===== src/rtl/decodificador_pkg.sv =====
// Shared types and helpers for the parametrised registered decoder.
// Mode encoding and a one-hot helper sized for the largest legal select width.
package decodificador_pkg;

    typedef enum logic [1:0] {
        DIRECT    = 2'b00,
        SCAN_UP   = 2'b01,
        SCAN_DOWN = 2'b10,
        HOLD      = 2'b11
    } mode_t;

    localparam int unsigned MAX_N = 6;

    // Callers narrow the result to their own 2^N width with a cast.
    function automatic logic [2**MAX_N-1:0] onehot(input logic [MAX_N-1:0] idx);
        onehot      = '0;
        onehot[idx] = 1'b1;
    endfunction

endpackage


===== src/rtl/contador_barrido.sv =====
// Scan divider plus up/down index counter with load, freeze and wrap detection.
// Registers idx and div; exposes the next index and wrap so the top can register Q coherently.
module contador_barrido #(
    parameter int unsigned N        = 3,
    parameter int unsigned SCAN_DIV = 4
) (
    input  logic         clk,
    input  logic         rst_n,
    input  logic         en,
    input  logic         hold,
    input  logic         load,
    input  logic         clear_div,
    input  logic         down,
    input  logic [N-1:0] load_val,
    output logic [N-1:0] idx,
    output logic [N-1:0] idx_next,
    output logic         wrap_next
);

    localparam int unsigned DW = (SCAN_DIV > 1) ? $clog2(SCAN_DIV) : 1;
    localparam logic [DW-1:0] DIV_LAST = DW'(SCAN_DIV - 1);

    logic [DW-1:0] div;
    logic [DW-1:0] div_next;

    // Priority: disable freezes, then load, then mode-change clear, then hold, then step.
    always_comb begin
        idx_next  = idx;
        div_next  = div;
        wrap_next = 1'b0;
        if (!en) begin
            idx_next = idx;
        end else if (load) begin
            idx_next = load_val;
            div_next = '0;
        end else if (clear_div) begin
            div_next = '0;
        end else if (!hold) begin
            if (div == DIV_LAST) begin
                div_next = '0;
                if (down) begin
                    idx_next  = idx - 1'b1;
                    wrap_next = (idx == '0);
                end else begin
                    idx_next  = idx + 1'b1;
                    wrap_next = (idx == '1);
                end
            end else begin
                div_next = div + 1'b1;
            end
        end
    end

    always_ff @(posedge clk or negedge rst_n) begin
        if (!rst_n) begin
            idx <= '0;
            div <= '0;
        end else begin
            idx <= idx_next;
            div <= div_next;
        end
    end

endmodule


===== src/rtl/decodificador_param.sv =====
// Registered N-to-2^N decoder with direct, scan-up, scan-down and hold modes.
// Q is built from the counter's next index so Q and idx always change on the same edge.
module decodificador_param
    import decodificador_pkg::*;
#(
    parameter int unsigned N          = 3,
    parameter int unsigned SCAN_DIV   = 4,
    parameter bit          ACTIVE_LOW = 1'b0
) (
    input  logic            clk,
    input  logic            rst_n,
    input  logic [N-1:0]    D,
    input  logic            en,
    input  logic [1:0]      mode,
    input  logic            load,
    output logic [2**N-1:0] Q,
    output logic [N-1:0]    idx,
    output logic            valid,
    output logic            wrap
);

    localparam int unsigned W = 2**N;
    localparam logic [W-1:0] Q_IDLE = {W{ACTIVE_LOW}};

    mode_t        mode_cur;
    mode_t        prev_mode;
    logic         is_scan;
    logic         cnt_load;
    logic [N-1:0] idx_next;
    logic         wrap_next;
    logic [W-1:0] oh;
    logic [W-1:0] q_next;

    always_comb begin
        mode_cur = mode_t'(mode);
        is_scan  = (mode_cur == SCAN_UP) || (mode_cur == SCAN_DOWN);
        // Direct decode reuses the counter's load path: idx<=D and div<=0.
        cnt_load = (mode_cur == DIRECT) || (is_scan && load);
    end

    contador_barrido #(
        .N        (N),
        .SCAN_DIV (SCAN_DIV)
    ) u_contador (
        .clk       (clk),
        .rst_n     (rst_n),
        .en        (en),
        .hold      (mode_cur == HOLD),
        .load      (cnt_load),
        .clear_div (mode_cur != prev_mode),
        .down      (mode_cur == SCAN_DOWN),
        .load_val  (D),
        .idx       (idx),
        .idx_next  (idx_next),
        .wrap_next (wrap_next)
    );

    always_comb begin
        oh     = W'(onehot(MAX_N'(idx_next)));
        q_next = ACTIVE_LOW ? ~oh : oh;
    end

    always_ff @(posedge clk or negedge rst_n) begin
        if (!rst_n) begin
            Q         <= Q_IDLE;
            valid     <= 1'b0;
            wrap      <= 1'b0;
            prev_mode <= DIRECT;
        end else begin
            Q     <= en ? q_next : Q_IDLE;
            valid <= en;
            wrap  <= wrap_next;
            if (en) begin
                prev_mode <= mode_cur;
            end
        end
    end

endmodule


===== config.mk =====
export PLATFORM = sky130hd
export DESIGN_NAME = decodificador_param
export DESIGN_NICKNAME = d
export VERILOG_FILES = /design/src/rtl/decodificador_pkg.sv /design/src/rtl/contador_barrido.sv /design/src/rtl/decodificador_param.sv
export SDC_FILE = /design/constraint.sdc
export NUM_CORES = 1
export LEC_CHECK = 0
export CAP_MARGIN = 20
export CORE_MARGIN = 2
export CORE_UTILIZATION = 50
export CTS_CLUSTER_DIAMETER = 40
export DETAILED_ROUTE_END_ITERATION = 8
export MAX_ROUTING_LAYER = met4
export PLACE_DENSITY = 0.88
export SLEW_MARGIN = 20
export SYNTH_ARGS = -nofsm -noshare
export SYNTH_HDL_FRONTEND = slang
export SYNTH_SLANG_ARGS = --single-unit
export TNS_END_PERCENT = 100

===== constraint.sdc =====
create_clock -name clk -period 4.85 [get_ports clk]
set_clock_uncertainty 0.15 [all_clocks]
set_input_delay 1.2125 -clock clk [delete_from_list [all_inputs] [get_ports clk]]
set_output_delay 1.2125 -clock clk [all_outputs]
set_load 0.01 [all_outputs]

# == After elaboration in Yosys (flattened, before gate mapping) ==
# Cells that the tools add are included.
# word_totals
regBits,17
out_inout_bits,13
input_bits,9
word_cells,44
# op_classes
n_lt_le_gt_ge,2
addsub,3
eq_ne,7
n_mux,19
n_reduce_logical,7
# op_table
operator,count
3-bit two-way mux,6
2-bit two-way mux,4
8-bit two-way mux,1
"3-bit by 7-bit < comparator with 1-bit output, second input constant",1
1-bit two-way mux,7
"2-bit == test, second input constant",3
"3-bit by 1-bit adder with 3-bit output, second input constant",1
1-bit demux with 3-bit select,1
"3-bit == test, second input constant",1
"3-bit by 1-bit greater-or-equal comparator with 1-bit output, second input constant",1
3-bit zero test,1
"3-bit != test, second input constant",1
"3-bit by 1-bit subtractor with 3-bit output, second input constant",1
"2-bit by 1-bit adder with 2-bit output, second input constant",1
"2-bit by 1-bit == test with 1-bit output, second input constant",1
1-bit logical AND,2
2-bit zero test,1
1-bit logical OR,2
2-bit != test,1
2-bit AND reduction,1

# == Longest topological paths before layout ==
# Gate-level depths: netlist (run 1).
# logic_depth
depth_word,12
ltp_mapped,9
ltp_nobuf,9

# == Cells and area by module ==
# From an unflattened synthesis (run 1), not the netlist that was laid out.
# unflattened
cells_unflattened,77
hier_area_um2,834.6
# modules_own_cells
mod,cells_per_inst,area_per_inst_um2,n_inst,seq_area_each_um2
decodificador_param,36,462.9,1,300.3
contador_barrido,41,371.6,1,125.1

# == Least setup slack after synthesis (run 1) ==
# Ideal clock, no wire load.
# synth_path
kind,in2reg
startpoint,input port mode[0]
endpoint,register Q[0]
path_stages,9
path_buffers,0
setup_ns,0.087
required_ns,4.613
setup_slack_ns,1.632
t_arrival_ns,2.980
path_cell_list,inv_1 -> ha_1 -> fa_1 -> xnor2_1 -> nor4_2 -> mux2i_1 -> a311oi_4 -> inv_2 -> nor3_1
# synth_between
elab_chain_cells,12
elab_cells_between_ends,20
cone_classes,2 x order compare; 4 x eq/ne; 9 x mux; 5 x reduce/logical
# synth_lines
element,line_no,source
"start, declared",decodificador_param.sv:14,"input logic [1:0] mode,"
2-bit == test,"decodificador_param.sv:36, decodificador_param.sv:51",
3-bit two-way mux,contador_barrido.sv:41,if (down) begin
3-bit two-way mux,contador_barrido.sv:39,if (div == DIV_LAST) begin
3-bit two-way mux,contador_barrido.sv:38,end else if (!hold) begin
3-bit two-way mux,contador_barrido.sv:36,end else if (clear_div) begin
3-bit two-way mux *,contador_barrido.sv:33,end else if (load) begin
3-bit two-way mux *,contador_barrido.sv:31,if (!en) begin
named net idx_next[2],decodificador_param.sv:29,logic [N-1:0] idx_next;
3-bit by 7-bit < comparator with 1-bit output (implied by the code) or 3-bit by 1-bit greater-or-equal comparator with 1-bit output (tied branches),decodificador_pkg.sv:17,onehot[idx] = 1'b1;
1-bit logical AND (implied by the code),decodificador_pkg.sv:17,
1-bit two-way mux (implied by the code),decodificador_pkg.sv:17,
1-bit demux with 3-bit select *,decodificador_pkg.sv:17,
8-bit two-way mux *,decodificador_param.sv:70,Q <= en ? q_next : Q_IDLE;
"end signal, assigned",decodificador_param.sv:70,
"end, declared",decodificador_param.sv:16,"output logic [2**N-1:0] Q,"
# Mark *: on every way through the listed nets, which the timed path passes. The rest lies on a longest branch.
# A chain may end at the register's enable or synchronous reset.

# == Final worst setup path (run 1) ==
# layout_path
startpoint,input port mode[0]
endpoint,register Q[2]
# The elaborated chain is that of the path after synthesis.

==> reports/results.env, run 1 <==
WORST-R2R-SETUP-SLACK_PS=2430
FINAL_SETUP_FAILS=0
DPL-INSTANCE-AREA_MM2=0.001099
SYNTH_CELL_TYPE_COUNT=30
DIE_H_UM=45.74
CRITICAL_PATH_CELL_BY_CELL='clkdlybuf4s50_1, inv_1, ha_1, fa_1, xnor2_1, nor4_2, mux2i_1, a311oi_4, inv_2, nor3_1'
OUTCOME='finished clean'
VIAS=670
SHARE_OF_FLIP_FLOPS_WITH_AN_ASYNCHRONOUS_SET_OR_RESET_AFTER_SYNTHESIS_PCT=100.0
POSTSYNTHAREAPERCELL_UM2=10.89
DETAIL_ROUTE.WL_PER_CELL_UM=14.02
POSTCTSSETUPBUFFERS=0
CELL_AREA_AFTER_SYNTHESIS_UM2=870.8
NUMBER_OF_ANTENNA_VIOLATIONS_AT_THE_FIRST_CHECK_IN_GLOBAL_ROUTING=0
CRITPATHLAUNCHTYPE='input port'
GP_ROUTABILITY_CONGESTION=0.8554
CTS_REPAIR_RESIZED_INSTS=0
FINAL_HOLD_VIOL_COUNT=0
YOSYS_REGISTER_BITS=17
CLK_TREE_ROOT_CELL='sky130_fd_sc_hd__clkbuf_4'
FINISH.NET_COUNT=119
WORST_IR_DROP_VDD_uV=235.0
DRT_DRC_VIOLATIONS_LEFT=0
TOP_LAYER_USED='met4'
WORST-PATH-MAX-FANOUT=5
GLOBALROUTE.TOTALOVERFLOW=0
SYNTH_SEQ_AREA_SHARE_PCT=48.85
DRV_CAP=0
CORE.ROWCOUNT=15
CELLLEAKAGEPOWER_nW=0.4869
SYNTH.CELLS.MOST_FREQUENT='sky130_fd_sc_hd__dfrtp_1 (17), sky130_fd_sc_hd__nor3_1 (7), sky130_fd_sc_hd__nor2_1 (6)'
YOSYS-TOP-CELLS-AREA='sky130_fd_sc_hd__dfrtp_1 (49%), sky130_fd_sc_hd__ha_1 (5.7%), sky130_fd_sc_hd__nor3_1 (4.0%)'
SLEW-LIMIT-HEADROOM_PCT=49.83
CRITPATHBUFINV=3
FINISH.UTILIZATION_PCT=66.67
MET3_LENGTH_UM=90
SYN2LAYOUT_AREA_GROWTH_PCT=29.31
DRT_PASS1_ITERATIONS=4
YOSYSWARNINGCOUNT=0
YOSYS.CELL_COUNT.TOP_TYPE='sky130_fd_sc_hd__dfrtp_1'
ANTENNA_CELLS_INSERTED=0
NETS_IN_THE_SYNTHESIZED_NETLIST=94
NUMBER_OF_BUFFERS_ADDED_TO_FIX_HOLD_VIOLATIONS_AFTER_CTS=0
CP-STARTPOINT='mode[0]'
DIE_W_UM=45.74
GRT_PASS1_VIAS=677
TIMING.FINAL.CRIT_SHARE_PCT=77.22
TOTAL_LENGTH_OF_ROUTED_WIRES_UM=1696
SYNTH_TOP_AREA_SHARE_PCT=48.85
CLOCK_INSERTION_DELAY_WORST_SKEW_PS=290
TIGHTEST_SLEW_PS=750.2
DIE_AREA_MM2=0.002092
PLACE.PORT_BUFFERS=21
CRITICAL_PATH_ARRIVAL_PS=3800
TNS_PS=0
ENDPOINT_KIND='flop'
IO_PINS=22
CRIT-REG2REG-CAPTURE='Q[2]$_DFF_PN0_'
GRT_PASS1_WL_UM=2877
CLK_PATH_BUF_DEPTH=2
CTS_BUFFERS=3
CRIT_END='Q[2]$_DFF_PN0_'
SYNTH_FLOP_CELL='sky130_fd_sc_hd__dfrtp_1'
LAYOUT-DRIVE-GT1-SHARE_PCT=8.654
CP.DEPTH=10
CRITICAL_PATH_CLASS='in2reg'
WORST_PATH_MAX_DELAY_CELL='sky130_fd_sc_hd__clkdlybuf4s50_1'
DRV_SLEW=0
GRT_SETUP_UNREPAIRED='false'
WORST_EP_REQUIRED_TIME_PS=4910
CRIT-REG2REG-LAUNCH='u_contador.idx[0]$_DFF_PN0_'
TIMING.FMAX_MHz=267.0
CTS-HTREE-LEVELS=1
MET1WIRELENGTH_UM=770
VIAS_PER_CELL=5.537
NETLIST_INSTANCES=80
WORST_HOLD_PATH_TYPE='reg2reg'
SYNTH_TOP_AREA_CELL='sky130_fd_sc_hd__dfrtp_1'
FLOORPLAN.INITIALDENSITY_PCT=51.56
DETAILEDROUTE.FIRSTITERATIONVIOLATIONS=9
GRT.TOTAL_USAGE_PCT=20.78
POWER.DENSITY_mW_PER_MM2=308.7
CLKSLEWWORSTSETUPHOLDPATHS_PS=100
PERIOD_NEEDED_PS=3745
MET2WIRELENGTH_UM=778
LAYOUT.CELL_AREA.NON_FILLER_MM2=0.001126
ANTENNA_VIOLATING_NETS_POST_ROUTE=0
FF2FF_PATH_DEPTH=7
FP.COREAREA_MM2=0.001689
PATH_DELAY_FAMILY='buffers and inverters'
CTS.SINK_COUNT=17
CRITICAL_PATH.MAX_STAGE_DELAY_PS=570
SYNTH_EDF_COUNT=0
GRT_START_MAX_NET_PINS=18
CTS_TREE='done'
DETAILEDPLACEMENTHPWL_UM=1310
per-layer routing:
| layer | global-route usage [%] | up-vias |
|---|---|---|
| li1 | - | 334 |
| met1 | 26.70 | 311 |
| met2 | 30.70 | 21 |
| met3 | 2.381 | 4 |
| met4 | 13.71 | 0 |
| met5 | - | - |
stage by stage:
step | hold slack, ps | setup slack [ps] | power, mW | instances
after CTS | 387.0 | 1090 | 0.3504 | 121
after global routing | 403.5 | 952.3 | 0.3706 | 121
final | 383.1 | 1105 | 0.3476 | 121
after floorplan | 327.1 | 1632 | 0.2293 | 80
after detailed placement | 360.0 | 776.2 | 0.2759 | 117
after global placement | 345.2 | 908.3 | 0.2714 | 117
worst min path at each step:
stage / start / to / cells after the start
global route: u_contador.div[1]$_DFFE_PN0P_ / u_contador.div[1]$_DFFE_PN0P_ / 1
global placement: u_contador.div[1]$_DFFE_PN0P_ / u_contador.div[1]$_DFFE_PN0P_ / 1
detailed placement: u_contador.div[1]$_DFFE_PN0P_ / u_contador.div[1]$_DFFE_PN0P_ / 1
CTS: u_contador.div[1]$_DFFE_PN0P_ / u_contador.div[1]$_DFFE_PN0P_ / 1
floorplan: u_contador.div[1]$_DFFE_PN0P_ / u_contador.div[1]$_DFFE_PN0P_ / 1
finish: u_contador.div[1]$_DFFE_PN0P_ / u_contador.div[1]$_DFFE_PN0P_ / 1
power by group:
part / internal [mW] / switching (mW) / total [mW]
logic: 0.0516 / 0.0531 / 0.105
registers: 0.155 / 0.0129 / 0.168
clock network: 0.0307 / 0.0438 / 0.0745
worst register-to-register path, stage by stage, from the launching register on:
cell	delay, ps
sky130_fd_sc_hd__dfrtp_1	470
sky130_fd_sc_hd__fa_1	460
sky130_fd_sc_hd__xnor2_1	150
sky130_fd_sc_hd__nor4_2	250
sky130_fd_sc_hd__mux2i_1	150
sky130_fd_sc_hd__a311oi_4	390
sky130_fd_sc_hd__inv_2	110
sky130_fd_sc_hd__nor3_1	210
kinds of logic after synthesis:
logic type	share of synthesized area, %
AO/OA/AOI/OAI	13.22
XOR/XNOR	5.030
adder cells (fa/ha/maj)	8.046
buffers and inverters	2.585
flip-flops	48.85
multiplexers	3.735
AND/OR/NAND/NOR	18.53
cell usage in the layout (no fill, tap or decap), drive strengths merged, types with 3 or more instances in the layout:
cell	n
clkbuf	3
nor2b	4
clkdlybuf4s50	21
dfrtp	17
inv	5
ha	4
o21ai	3
nand2	4
nor3	7
a31oi	3
nor2	6
xnor2	3
area by class of cell:
class	instances	area (µm²)
clock buffer	3	22.52
clock inverter	1	5.005
fill	129	563.0
inverter	5	18.77
multi-input combinational	57	422.9
sequential	17	425.4
tap	17	21.27
timing repair buffer	21	210.2
state kept, by name (all words and copies together), names as in the netlist:
| signal | flops |
|---|---|
| u_contador.idx | 3 |
| u_contador.div | 2 |
| wrap | 1 |
| Q | 8 |
| prev_mode | 2 |
| valid | 1 |
Note: power is estimated with default switching activity, not from simulation.
==> run 2, diff against run 1 <==
--- a/config.mk
+++ b/config.mk
@@ -7,11 +7,11 @@
 export LEC_CHECK = 0
 export CAP_MARGIN = 20
 export CORE_MARGIN = 2
-export CORE_UTILIZATION = 50
+export CORE_UTILIZATION = 47
 export CTS_CLUSTER_DIAMETER = 40
 export DETAILED_ROUTE_END_ITERATION = 8
 export MAX_ROUTING_LAYER = met4
-export PLACE_DENSITY = 0.88
+export PLACE_DENSITY = 0.84
 export SLEW_MARGIN = 20
 export SYNTH_ARGS = -nofsm -noshare
 export SYNTH_HDL_FRONTEND = slang
==> constraint.sdc (replaced) <==
create_clock -name clk -period 3.5 [get_ports clk]
set_clock_uncertainty 0.15 [all_clocks]
set_input_delay 0.875 -clock clk [delete_from_list [all_inputs] [get_ports clk]]
set_output_delay 0.875 -clock clk [all_outputs]
set_load 0.01 [all_outputs]
==> run 2 against run 1 <==
Effect of this change:
- sequential share of layout area is 1.5 points lower
- die area rose by 5.8%
- clock-buffer cell count rose by 1
- worst setup slack worse by 800 ps
- final cell count up 11%
- largest power group unchanged
- clock power grew 36%
- utilization increased by 1.2 points
- worst hold slack got worse by 6.0 ps
- combinational power increased by 48%
- critical path type unchanged
- total power rose by 41%
==> reports/results.env, run 2 (synthesized netlist as in run 1, its figures left out) <==
ANTENNA_VIOLATING_NETS_POST_ROUTE=0  # unchanged
ANTENNA_CELLS_INSERTED=0  # unchanged
CLK_TREE_ROOT_CELL='sky130_fd_sc_hd__clkbuf_4'
CTS_TREE='done'
WORST_IR_DROP_VDD_uV=352.9  # +50%
CTS_BUFFERS=3  # unchanged
CELLLEAKAGEPOWER_nW=0.5085  # +4.4%
POST-PLACE-CELLS=130  # +11%
CORE.ROWCOUNT=15  # unchanged
SYN2LAYOUT_AREA_GROWTH_PCT=34.63
CRITICAL_PATH_ARRIVAL_PS=3240  # -560 ps
PERIOD_NEEDED_PS=3196
CRITPATHLAUNCHTYPE='input port'
FINISH.NET_COUNT=124  # +4.2%
DETAIL_ROUTE.WL_PER_CELL_UM=13.58  # -3.1%
CTS_REPAIR_RESIZED_INSTS=0  # unchanged
PATH_DELAY_FAMILY='buffers and inverters'
PLACE.PORT_BUFFERS=21  # unchanged
TIMING.FMAX_MHz=312.9
TNS_PS=0  # unchanged
NUMBER_OF_BUFFERS_ADDED_TO_FIX_HOLD_VIOLATIONS_AFTER_CTS=0  # unchanged
GRT_SETUP_UNREPAIRED='false'
FINAL_SETUP_FAILS=0  # unchanged
MOST-COMMON-LAYOUT-CELLS='sky130_fd_sc_hd__clkdlybuf4s50_1 (21), sky130_fd_sc_hd__dfrtp_1 (17), sky130_fd_sc_hd__nor3_1 (7)'
WORST-PATH-MAX-FANOUT=5  # unchanged
N_FILL_CELL=148  # +15%
DRV_SLEW=0  # unchanged
CLOCK_INSERTION_DELAY_WORST_SKEW_PS=280  # about the same
DRV_CAP=0  # unchanged
LAYOUT-DRIVE-GT1-SHARE_PCT=11.93  # +3.3 points
POSTCTSSETUPBUFFERS=0  # unchanged
CRITICAL_PATH_CLASS='in2reg'
DRT_DRC_VIOLATIONS_LEFT=0  # unchanged
NUMBER_OF_ANTENNA_VIOLATIONS_AT_THE_FIRST_CHECK_IN_GLOBAL_ROUTING=0  # unchanged
DETAILEDPLACEMENTHPWL_UM=1459  # +11%
DIE_AREA_MM2=0.002213  # +5.8%
TOTAL_LENGTH_OF_ROUTED_WIRES_UM=1820  # +7.3%
WORST_HOLD_PATH_TYPE='reg2reg'
WORST_PATH_MAX_DELAY_CELL='sky130_fd_sc_hd__clkdlybuf4s50_1'
COMMONEST_NON_FILL_NON_TAP_CELL_IN_THE_LAYOUT='sky130_fd_sc_hd__clkdlybuf4s50_1'
GRT_PASS1_WL_UM=3001  # +4.3%
FINAL_HOLD_VIOL_COUNT=0  # unchanged
GRT.TOTAL_USAGE_PCT=20.05  # -0.73 points
LARGEST_REG_FLOPS=8  # unchanged
OUTCOME='finished clean'
CRITPATHBUFINV=3  # unchanged
DRT_PASS1_ITERATIONS=4  # unchanged
DIE_W_UM=47.05  # +2.9%
GLOBALROUTE.TOTALOVERFLOW=0  # unchanged
CLKSLEWWORSTSETUPHOLDPATHS_PS=90  # about the same
LAYOUTNONFILLERINSTCOUNT=134  # +11%
VIAS_PER_CELL=5.179  # -6.5%
DIE_H_UM=47.05  # +2.9%
SLEW-LIMIT-HEADROOM_PCT=49.68  # -0.16 points
GP_ROUTABILITY_CONGESTION=0.8333  # -2.6%
CRITICAL_PATH_CELL_BY_CELL='clkdlybuf4s50_1, inv_1, ha_1, fa_1, xnor2_1, nor4_2, mux2i_1, a311oi_4, inv_2, nor3_1'
CRITICAL_PATH.MAX_STAGE_DELAY_PS=480  # -90 ps
CTS.SINK_COUNT=17  # unchanged
ENDPOINT_KIND='flop'
CLK_PATH_BUF_DEPTH=2  # unchanged
LAYOUT_TOP_REGISTERS='Q x8, u_contador.idx x3'
FP.COREAREA_MM2=0.001727  # +2.2%
WORST_EP_REQUIRED_TIME_PS=3550  # -1360 ps
TIMING.FINAL.CRIT_SHARE_PCT=91.31
DETAILEDROUTE.FIRSTITERATIONVIOLATIONS=14  # +5
TIGHTEST_SLEW_PS=752.5  # +2.334 ps
REGISTER_WITH_THE_MOST_FLIP_FLOPS='Q'
CTS-HTREE-LEVELS=1  # unchanged
POWER.DENSITY_mW_PER_MM2=418.0  # +35%
GRT_PASS1_VIAS=663  # -2.1%
FIN_TOTAL_PWR_uW=490.1  # +41%
FINISH.UTILIZATION_PCT=67.90  # +1.2 points
VIAS=694  # +3.6%
FLOORPLAN.INITIALDENSITY_PCT=50.43  # -1.1 points
IO_PINS=22  # unchanged
WHS_PS=377.1  # -5.979 ps
GRT_START_MAX_NET_PINS=18  # unchanged
[run 2: metal layers]
layer	vias up	global-route usage [%]	part of all wire, %
li1	345	-	-
met3	2	4.615	2.9
met1	327	26.21	46
met2	20	31.51	50
met4	0	5.000	0.88
met5	-	-	0
[run 2: path summary, 6_finish.rpt]
path                                          startpoint                       endpoint  slack [ps]  cells after the start
max in group asynchronous                          rst_n                valid$_DFF_PN0_        1860                      1
min in group asynchronous                          rst_n                 Q[0]$_DFF_PN0_         880                      1
min reg2reg                u_contador.div[1]$_DFFE_PN0P_  u_contador.div[1]$_DFFE_PN0P_         380                      1
max reg2reg                  u_contador.idx[0]$_DFF_PN0_                 Q[0]$_DFF_PN0_        1110                      7
max                                              mode[0]                 Q[0]$_DFF_PN0_         300                     10
min                        u_contador.div[1]$_DFFE_PN0P_  u_contador.div[1]$_DFFE_PN0P_         380                      1
[run 2: area by class of cell]
cell class                      instances  area [µm²]  area share (%)
Clock buffer                            4       26.28           2.241
Timing Repair Buffer                   26       247.7           21.13
Sequential cell                        17       425.4           36.29
Tap cell                               25       31.28           2.668
Inverter                                5       18.77           1.601
Multi-Input combinational cell         57       422.9           36.07
[run 2: worst reg2reg max path, cell delays in order, from the launching register on]
cell and delay (ps):
sky130_fd_sc_hd__dfrtp_1 470, sky130_fd_sc_hd__fa_1 460, sky130_fd_sc_hd__xnor2_1 160, sky130_fd_sc_hd__nor4_2 270, sky130_fd_sc_hd__mux2i_1 160, sky130_fd_sc_hd__a311oi_4 320
sky130_fd_sc_hd__inv_2 100, sky130_fd_sc_hd__nor3_1 220
[run 2: metrics by stage]
stage / setup WS [ps] / cell area [µm²]
after global routing: 158.9 / 1172
after detailed placement: -35.20 / 1146
after CTS: 262.4 / 1172
final: 304.0 / 1172
after floorplan: 619.6 / 870.8
after global placement: 75.70 / 1146
[run 2: report_power, final]
group | leakage, nW | switching, mW | total [mW] | internal [mW]
Combinational | 0.272 | 0.0761 | 0.155 | 0.0784
Sequential | 0.221 | 0.0188 | 0.234 | 0.215
Clock | 0.0150 | 0.0570 | 0.101 | 0.0443
Total | 0.509 | 0.152 | 0.490 | 0.338
